===== src/rtl/i2s_dac_tx.sv =====
// I2S transmitter: divides clk into bclk/lrck, latches one left/right ROM sample per
// 32-bit frame and shifts them out MSB-first in standard I2S framing.
module i2s_dac_tx #(
  parameter int BCLK_DIV   = 4,
  parameter int SAMPLE_W   = 8,
  parameter int OFFSET_BIN = 1
) (
  input  logic                clk,
  input  logic                rst_n,
  input  logic [SAMPLE_W-1:0] sample_l,
  input  logic [SAMPLE_W-1:0] sample_r,
  output logic                bclk,
  output logic                lrck,
  output logic                sdata,
  output logic                frame_start
);

  localparam int DIV_W = (BCLK_DIV > 1) ? $clog2(BCLK_DIV) : 1;
  localparam logic [DIV_W-1:0] DIV_LAST = DIV_W'(BCLK_DIV - 1);
  localparam logic [SAMPLE_W-1:0] MSB_MASK =
    (OFFSET_BIN != 0) ? (SAMPLE_W'(1) << (SAMPLE_W - 1)) : '0;

  logic [DIV_W-1:0] div_cnt;
  logic [4:0]       bit_idx;
  logic [4:0]       bit_nxt;
  logic             div_wrap;
  logic             fall_evt;
  logic [15:0]      slot_l;
  logic [15:0]      slot_r;
  logic [30:0]      frame_sr;

  assign div_wrap = (div_cnt == DIV_LAST);
  assign fall_evt = div_wrap & bclk;
  assign bit_nxt  = bit_idx + 5'd1;

  // Samples are left-justified in a 16-bit slot; low bits pad with zeros.
  assign slot_l = 16'(sample_l ^ MSB_MASK) << (16 - SAMPLE_W);
  assign slot_r = 16'(sample_r ^ MSB_MASK) << (16 - SAMPLE_W);

  always_ff @(posedge clk or negedge rst_n) begin
    if (!rst_n) begin
      div_cnt     <= '0;
      bclk        <= 1'b0;
      bit_idx     <= 5'd31;
      lrck        <= 1'b0;
      sdata       <= 1'b0;
      frame_start <= 1'b0;
      frame_sr    <= '0;
    end else begin
      div_cnt     <= div_wrap ? '0 : div_cnt + DIV_W'(1);
      frame_start <= 1'b0;
      if (div_wrap) begin
        bclk <= ~bclk;
      end
      if (fall_evt) begin
        bit_idx <= bit_nxt;
        // lrck leads each slot's MSB by one bit, as I2S requires.
        lrck    <= (bit_nxt >= 5'd15) && (bit_nxt <= 5'd30);
        if (bit_idx == 5'd31) begin
          sdata       <= slot_l[15];
          frame_sr    <= {slot_l[14:0], slot_r};
          frame_start <= 1'b1;
        end else begin
          sdata    <= frame_sr[30];
          frame_sr <= {frame_sr[29:0], 1'b0};
        end
      end
    end
  end

endmodule

===== config.mk =====
export PLATFORM = sky130hd
export DESIGN_NAME = i2s_dac_tx
export DESIGN_NICKNAME = d
export VERILOG_FILES = /design/src/rtl/i2s_dac_tx.sv
export SDC_FILE = /design/constraint.sdc
export NUM_CORES = 1
export LEC_CHECK = 0
export CAP_MARGIN = 20
export CORE_ASPECT_RATIO = 1.4
export CORE_MARGIN = 4
export CORE_UTILIZATION = 25
export CTS_BUF_LIST = sky130_fd_sc_hd__clkbuf_8
export DETAILED_ROUTE_END_ITERATION = 10
export GPL_TIMING_DRIVEN = 0
export PLACE_DENSITY = 0.52
export SLEW_MARGIN = 15
export SYNTH_ARGS = -nofsm -noshare
export SYNTH_HDL_FRONTEND = slang
export SYNTH_SLANG_ARGS = --single-unit

===== constraint.sdc =====
create_clock -name clk -period 2.38 [get_ports clk]
set_clock_uncertainty 0.05 [all_clocks]
set_input_delay 0.238 -clock clk [delete_from_list [all_inputs] [get_ports clk]]
set_output_delay 0.238 -clock clk [all_outputs]
set_load 0.01 [all_outputs]

==> results.yml <==
layout:
  layout_common_cells: "nand2_1 (29), dfrtp_1 (29), o21ai_1 (23), clkdlybuf4s50_1 (20), mux2i_1 (15)"
  area_growth_pct: 26.31
  fill_cells: 650
  drive_gt1_frac: 0.1064
  regArea_sq_um: 857.1
  diodes: 0
  final_util: 0.3249
  multi_input_area_sq_um: 678.2
  layoutNonFillerInstCount: 260
  nets: 210
  final_cell_area_sq_um: 2018
cts:
  post_cts_buffers: 0
  clock_latency_ns: 0.28
  clock_path_buffers: 2
  cts_htree_levels: 2
  clock-sinks: 34
  numCtsBuffers: 5
  clkTransAtPathRegs_ns: 0.07
  cts_tree: "yes"
  cts_root_buf: "clkbuf_8"
drt:
  avgViaCountPerCell: 4.423
  ant_nets: 0
  firstDrtPassIters: 4
  drt_iter0_markers: 45
  routedWlPerCell_microns: 12.22
  drt_wl_total_mm: 3.178
  vias: 1150
  drc: 0
synthesis:
  synth_enable_flop_cells: 0
  syn_avg_cell_area_sq_um: 10.18
  synth_seq_area_share: 0.5364
  yosysWarnings: 0
  synthArstFlopShare: 1.000
  syn_inst: 157
  ys_ff_latch: 34
  synth_fp_nets: 180
  syn_area_sq_um: 1598
  synthDistinctLibCells: 31
  synth_ff_type: "dfrtp_1"
global_routing:
  antenna_found_initial: 0
  grt_pass1_wl_mm: 5.699
  grt_pass1_vias: 1207
  grt_max_degree: 20
  gr-total-overflow: 0
  grt_usage: 0.09612
placement:
  place.detailed.hpwl_mm: 2.291
  placed_cells: 251
  gp_congestion: 0.7755
  place_area_sq_um: 1921
  io_buffer_count: 21
timing:
  fin_crit_ns: 2.144
  tightest_slew_ns: 0.4604
  fmax_mhz: 466.5
  final.setup.tns_ns: 0
  period_share: 0.9006
  slew_headroom: 0.6931
  setup_viol: 0
  hold_violations: 0
  rsz0062_at_grt: "no"
  final_max_slew_viol_count: 0
setup_path:
  cp_data_required_time_ns: 2.48
  critPathBufInv: 2
  crit_arrival_ns: 2.25
  rr_endpoint: "frame_sr[15]"
  r2r-start: "bit_idx[1]"
  cp_max_fo: 10
  cp_top_family: "flip-flops"
  cp_slowest_stage_delay_ns: 0.58
  path_class: "reg2reg"
  r2r_cells: 7
  cp_slowest_cell: "dfstp_2"
  r2r_slack_ns: 0.24
  cp_cell_sequence: "ha_1, and3_1, ha_1, clkbuf_1, clkbuf_4, mux2i_1, o21ai_1"
  crit_cells: 7
  end_kind: "flop"
  crit_path_frequent_cell: "ha_1"
  cp-start-kind: "flop"
floorplan:
  io_pins: 22
  die_w_microns: 75.57
  core.rowCount: 34
  core_area_sq_um: 6211
  start_util: 0.2573
  die-area_sq_um: 7752
  die_y_microns: 102.6
status:
  outcome: "complete, no violations"
pwr:
  power.leakage_nw: 0.8955
  ir_worst_vdd_mv: 0.2359
  powerDensity_nw_per_um2: 510.3
  power_mw: 1.030
flow_run:
  drv_cap: 0
worst_hold_path:
  hold_path.class: "in2async"
[kinds of logic (layout without fill, tap and decap cells)]
group	count (synthesis)	after routing	share of synthesized area
XOR/XNOR	5	5	0.02741
adder cells (fa/ha/maj)	5	5	0.03915
AND/OR/NAND/NOR	51	51	0.1511
buffers and inverters	15	46	0.03915
flip-flops	34	34	0.5364
multiplexers	15	15	0.09397
AO/OA/AOI/OAI	32	32	0.1128
[sequential cells by signal (all words and copies together) (netlist names)]
name and count:
frame_start 1, bit_idx 5, sdata 1, frame_sr 23, bclk 1, lrck 1
div_cnt 2
[worst max path at each step]
stage	start	end	slack [ns]
finish	bit_idx[1]	frame_sr[15]	0.24
global route	bit_idx[0]	frame_sr[28]	0.02
CTS	bit_idx[1]	frame_sr[28]	0.13
detailed placement	bit_idx[1]	frame_sr[25]	0.15
global placement	bit_idx[1]	frame_sr[27]	0.15
floorplan	bit_idx[0]	frame_sr[25]	0.46
[through the flow]
stage          worst slack, ns  hold WS (ns)
2_1_floorplan           0.4634       -0.1076
3_3_place_gp            0.1545        0.3651
3_5_place_dp            0.1520        0.1528
4_1_cts                 0.1341        0.3870
5_1_grt                0.02126        0.4051
6_report                0.2365        0.3695
[area by class of cell]
cell class / count / share of cell area
Sequential cell: 34 / 0.4247
Timing Repair Buffer: 23 / 0.1203
Clock buffer: 5 / 0.03410
Inverter: 6 / 0.01116
Multi-Input combinational cell: 108 / 0.3360
Clock inverter: 3 / 0.006820
Tap cell: 72 / 0.04464
Buffer: 9 / 0.02232
[Yosys cell counts, types with 2 or more instances]
library cell | number | area, sq um
mux2i_1 | 15 | 150.1
clkbuf_1 | 4 | 15.01
nand2b_1 | 8 | 50.05
nor2_1 | 3 | 11.26
dfstp_2 | 5 | 131.4
xor2_1 | 2 | 17.52
o21ai_0 | 3 | 15.01
and3_1 | 2 | 12.51
nand2_1 | 29 | 108.9
xnor2_1 | 3 | 26.28
buf_1 | 2 | 7.510
o21ai_1 | 23 | 115.1
nor3_1 | 3 | 15.01
dfrtp_1 | 29 | 725.7
ha_1 | 5 | 62.56
buf_2 | 2 | 10.01
inv_1 | 5 | 18.77
[metal layers]
layer / up-vias / GRT usage / part of all wire
li1: 581 / - / -
met1: 548 / 0.1286 / 0.47
met2: 17 / 0.1464 / 0.47
met3: 4 / 0.03024 / 0.043
met4: 0 / 0.03230 / 0.013
met5: - / 0 / 0
[power by group]
group          leakage [nW]  switching (mW)  internal [mW]  total [mW]
Clock                0.0491           0.206          0.198       0.405
Combinational         0.445          0.0175         0.0298      0.0473
Sequential            0.401               0          0.578       0.578
[timing repair]
item | CTS | global route
hold buffers | 1 | 0
hold endpoints to repair | 10 | 0
resized for setup | 0 | 3
setup endpoints to repair | 0 | 12
No activity file was read; power rests on OpenSTA's default activity.
